$ cat config.mk
export PLATFORM = sky130hd
export DESIGN_NAME = hash_state_bank
export DESIGN_NICKNAME = d
export VERILOG_FILES = /design/src/rtl/sha2_pkg.sv /design/src/rtl/hash_word_reg.sv /design/src/rtl/hash_state_bank.sv
export SDC_FILE = /design/constraint.sdc
export NUM_CORES = 1
export LEC_CHECK = 0
export ABC_AREA = 0
export CAP_MARGIN = 10
export CORE_AREA = 2 2 226 339
export DETAILED_ROUTE_END_ITERATION = 7
export DIE_AREA = 0 0 228 341
export PLACE_DENSITY = 0.56
export SYNTH_ARGS = -nofsm -noshare
export SYNTH_HDL_FRONTEND = slang
export SYNTH_SLANG_ARGS = --single-unit
$ cat constraint.sdc
create_clock -name clk -period 18.4 [get_ports clk]
set_input_delay 2.76 -clock clk [delete_from_list [all_inputs] [get_ports clk]]
set_output_delay 2.76 -clock clk [all_outputs]
set_load 0.02 [all_outputs]
$ cat src/rtl/sha2_pkg.sv
// Shared constants for the SHA-2 hash state bank: initial hash values,
// FSM state encoding and the supported word width.
package sha2_pkg;

    localparam int SHA2_WORD_W = 32;

    localparam logic [0:7][31:0] SHA256_IV = {
        32'h6a09e667, 32'hbb67ae85, 32'h3c6ef372, 32'ha54ff53a,
        32'h510e527f, 32'h9b05688c, 32'h1f83d9ab, 32'h5be0cd19
    };

    localparam logic [0:7][31:0] SHA224_IV = {
        32'hc1059ed8, 32'h367cd507, 32'h3070dd17, 32'hf70e5939,
        32'hffc00b31, 32'h68581511, 32'h64f98fa7, 32'hbefa4fa4
    };

    typedef enum logic {
        ST_IDLE    = 1'b0,
        ST_READOUT = 1'b1
    } state_t;

    function automatic logic [31:0] iv_word(input int sel, input int i);
        return (sel != 0) ? SHA224_IV[i] : SHA256_IV[i];
    endfunction

endpackage

$ cat src/rtl/hash_word_reg.sv
// One hash state word: async reset and synchronous reload to its IV,
// otherwise accumulates add_val modulo 2^WORD_W when add_en is high.
module hash_word_reg
    import sha2_pkg::*;
#(
    parameter int                WORD_W = SHA2_WORD_W,
    parameter logic [WORD_W-1:0] IV     = '0
) (
    input  logic              clk,
    input  logic              reset,
    input  logic              init,
    input  logic              add_en,
    input  logic [WORD_W-1:0] add_val,
    output logic [WORD_W-1:0] q
);

    always_ff @(posedge clk or posedge reset) begin
        if (reset) begin
            q <= IV;
        end else if (init) begin
            q <= IV;
        end else if (add_en) begin
            q <= q + add_val;
        end
    end

endmodule

$ cat src/rtl/hash_state_bank.sv
// SHA-256/224 intermediate hash state H0..H7: IV load, per-block accumulation
// of the working variables, and word-serial digest readout over valid/ready.
module hash_state_bank
    import sha2_pkg::*;
#(
    parameter int IV_SEL = 0,
    parameter int WORD_W = 32
) (
    input  logic                clk,
    input  logic                reset,
    input  logic                init,
    input  logic                upd_valid,
    output logic                upd_ready,
    input  logic [8*WORD_W-1:0] upd_data,
    input  logic                out_start,
    output logic                out_valid,
    input  logic                out_ready,
    output logic [WORD_W-1:0]   out_data,
    output logic                out_last,
    output logic                busy
);

    if (WORD_W != SHA2_WORD_W) begin : g_bad_width
        $error("hash_state_bank: only WORD_W = 32 is supported");
    end

    localparam int         NWORDS   = 8 - IV_SEL;
    localparam logic [2:0] LAST_IDX = 3'(NWORDS - 1);

    state_t            state;
    logic [2:0]        idx;
    logic              add_en;
    logic [WORD_W-1:0] h [8];

    // Init has priority over an update; updates are only taken while idle.
    assign add_en = (state == ST_IDLE) && !init && upd_valid;

    for (genvar i = 0; i < 8; i++) begin : g_word
        hash_word_reg #(
            .WORD_W (WORD_W),
            .IV     (WORD_W'(iv_word(IV_SEL, i)))
        ) u_word (
            .clk     (clk),
            .reset   (reset),
            .init    (init),
            .add_en  (add_en),
            .add_val (upd_data[8*WORD_W-1-WORD_W*i -: WORD_W]),
            .q       (h[i])
        );
    end

    always_ff @(posedge clk or posedge reset) begin
        if (reset) begin
            state <= ST_IDLE;
            idx   <= 3'd0;
        end else begin
            case (state)
                ST_IDLE: begin
                    if (!init && !upd_valid && out_start) begin
                        state <= ST_READOUT;
                        idx   <= 3'd0;
                    end
                end
                ST_READOUT: begin
                    if (init) begin
                        state <= ST_IDLE;
                        idx   <= 3'd0;
                    end else if (out_ready) begin
                        if (idx == LAST_IDX) begin
                            state <= ST_IDLE;
                            idx   <= 3'd0;
                        end else begin
                            idx <= idx + 3'd1;
                        end
                    end
                end
                default: begin
                    state <= ST_IDLE;
                    idx   <= 3'd0;
                end
            endcase
        end
    end

    // Outputs decode only the state/idx registers, so reset clears them at once.
    assign busy      = (state == ST_READOUT);
    assign out_valid = busy;
    assign upd_ready = !busy;
    assign out_last  = busy && (idx == LAST_IDX);
    assign out_data  = busy ? h[idx] : '0;

endmodule

==> results.cfg <==
[drt]
wl_mm = 85.07
avgViaCountPerCell = 5.445
vias = 21950
drc_errors = 0
ant_nets = 0
drt-initial-drc-count = 1303
first_pass_iters = 6
wire_per_inst_um = 21.10

[global_route]
grtUsageTotal = 0.2135
grt_antenna_before_repair = 5
grt_max_degree = 97
grt_pass1_wl_mm = 130.2
grt_pass1_vias = 22070
overflow = 0

[sta]
clock_skew_ns = 0.01694
fin_crit_ns = 6.415
rsz0062_at_grt = no
post-route-period-util = 0.3486
relSlewSlack = 0.2944
fin_tns_setup_ns = 0
finalSetupViolations = 0
max_freq_mhz = 155.9
hold_viol_final = 0
fin_hold_ws_ns = 0.5015
drv_slew = 0
tightest_slew_ns = 1.058

[clock_tree]
cts_tree = built
numCtsBuffers = 31
h-tree-depth = 1
ctsResizeCount = 0
hold_buffers = 0
clk_pin_slew_ns = 0.06
clk_path_buf_depth = 3
cts_root_buf = clkbuf_16
cts_sinks = 260
insertion_delay_ns = 0.61
postCtsSetupRepairBufs = 0

[place]
dp.cells = 3968
io_buffers = 297
hpwl_mm = 64.71
place_congestion = 0.8977
place_area_um2 = 27750

[critical_path]
critPathMaxFanout = 34
crit_buf_inv = 2
cp_slowest_cell = dfrtp_4
max_stage_delay_ns = 0.84
path_cells = buf_4 -> mux4_2 -> nand2_1 -> a21oi_1 -> clkdlybuf4s50_1
r2r_slack_ns = 14.57
path_delay_family = buffers and inverters
r2r_start = g_word[0].u_word.q[0]$_DFFE_PP1P_
path_class = reg2out
worstSetupStartpointType = flip-flop
rr_endpoint = g_word[0].u_word.q[24]$_DFFE_PP0P_
r2r_cells = 12
path_depth = 5
worst_ep_required_time_ns = 15.64
arrival_ns = 3.65
end_kind = output port

[yosys]
synth_top_area_frac = 0.1502
yosysTopAreaCell = dfstp_2
synth_edf_count = 0
ys.flop_type = dfstp_2
ys_seq_area_frac = 0.2806
synthTopCellsByArea = dfstp_2 (15%), ha_1 (13%), dfrtp_1 (13%)
avgSynthCellArea_um2 = 8.580
ys_async_sr_fraction = 1.000
ys_types = 75
synth_seq_cells = 260
synthCells = 2773
synthTopCellsByCount = nand2_1 (387), a21oi_1 (352), ha_1 (250), o21ai_0 (179), dfstp_2 (136)
synthesis.area_um2 = 23790
synth_nets = 3293
synth_warnings = 0
synth_most_common_cell = nand2_1

[power_and_ir_drop]
sw_frac_of_total = 0.3883
switching_power_uw = 1008
clockPowerShare = 0.256
powerDensity_nw_per_um2 = 90.10
p_int_uw = 1588
comb_power_share = 0.445
irDropWorstVdd_uv = 71.89
static-leakage-power_uw = 0.01210
pwr-share-seq = 0.299

[floorplan]
die_y_um = 341
ios = 298
start_util = 0.3181
row_count = 123
core_area_um2 = 74790
die_x_um = 228
fp.dieArea_um2 = 77750

[finish]
stdcell_count = 4032
utilization = 0.3853
stdcell_area_um2 = 28820
finalNetCount = 3521
drive_gt1_frac = 0.09914
syn2layout_area_growth_pct = 21.12

[run]
cap_violations = 0

[min_path]
min_to = g_word[0].u_word.q[0]$_DFFE_PP1P_
hold_depth = 2
hold_path.class = reg2reg
min_from = g_word[0].u_word.q[0]$_DFFE_PP1P_

[outcome]
status = finished clean
## state kept, by name, summed over array words and instances, names as in the netlist
name / flops
g_word.u_word.q: 256
idx: 3
busy: 1
## worst reg2reg max path, cell delays in order, from the launching register on
cell	delay, ns
dfstp_2	0.38
ha_1	0.20
fa_1	0.41
a21o_1	0.19
a21oi_1	0.27
o21ai_0	0.15
a21o_1	0.26
a211oi_1	0.52
nor4_1	0.27
o211ai_1	0.34
a21oi_1	0.13
or3_1	0.36
a32o_1	0.25
## stage by stage
stage	setup slack [ns]	total power, uW
floorplan	8.710	1588
detailed placement	11.74	1932
finish	11.99	2596
global placement	11.77	1930
global route	11.72	2771
CTS	11.81	2616
## worst max-delay path by stage
stage,startpoint,end,slack [ns]
after global routing,idx[1]$_DFFE_PP0P_,out_data[17],11.72
after global placement,upd_data[193],g_word[1].u_word.q[31]$_DFFE_PP1P_,11.77
final,idx[1]$_DFFE_PP0P_,out_data[16],11.99
after CTS,idx[1]$_DFFE_PP0P_,out_data[22],11.81
after detailed placement,upd_data[193],g_word[1].u_word.q[31]$_DFFE_PP1P_,11.74
after floorplan,reset,busy$_DFF_PP0_,8.71
## routing by layer
metal / up-vias / GRT usage / routed length [um]
met2: 495 / 0.3851 / 42920
li1: 10740 / - / -
met1: 10620 / 0.2683 / 36800
met3: 95 / 0.01621 / 2906
met5: - / 0 / 0
met4: 0 / 0.07190 / 2440
## cells by family after synthesis
| group | count (synthesis) | synth area share |
|---|---|---|
| AOI/OAI and AO/OA | 977 | 0.2571 |
| xor gates and xnor gates | 190 | 0.06994 |
| adders and majority gates | 258 | 0.1382 |
| and+or+nand+nor | 813 | 0.1562 |
| buffers and inverters | 197 | 0.03124 |
| muxes | 78 | 0.06674 |
| DFF | 260 | 0.2806 |
## cell usage in the layout (no fill, tap or decap), types with 67 or more instances in the layout
cell type        Yosys  routed
dfrtp_1            124     122
a21oi_1            352     352
nor2_1             132     131
a21o_1             108     108
o21ai_0            179     179
ha_1               250     250
nand3_1             67      67
inv_1               73      71
xor2_1              69      69
dfstp_2            136     136
o211ai_1            78      78
clkdlybuf4s50_1      0     296
xnor2_1            121     121
nand2_1            387     385
## final cells by class
cell class              count  area (um^2)
clock buffers              47        915.9
diodes                      6        15.01
multi-input cells        2316        16390
repair buffers            318         3132
clock inverters            11        140.1
inverters                  74        286.5
flip-flops and latches    260         6684
well taps                1000         1251
fillers                  7694        45980
## power by group through the flow
stage / clock network (uW) / logic, uW / registers, uW
after floorplan: 0 / 854 / 734
after global placement: 0 / 1150 / 784
after detailed placement: 0 / 1150 / 785
after CTS: 684 / 1160 / 776
after global routing: 699 / 1280 / 789
final: 664 / 1160 / 777
(Power assumes the default switching activity.)
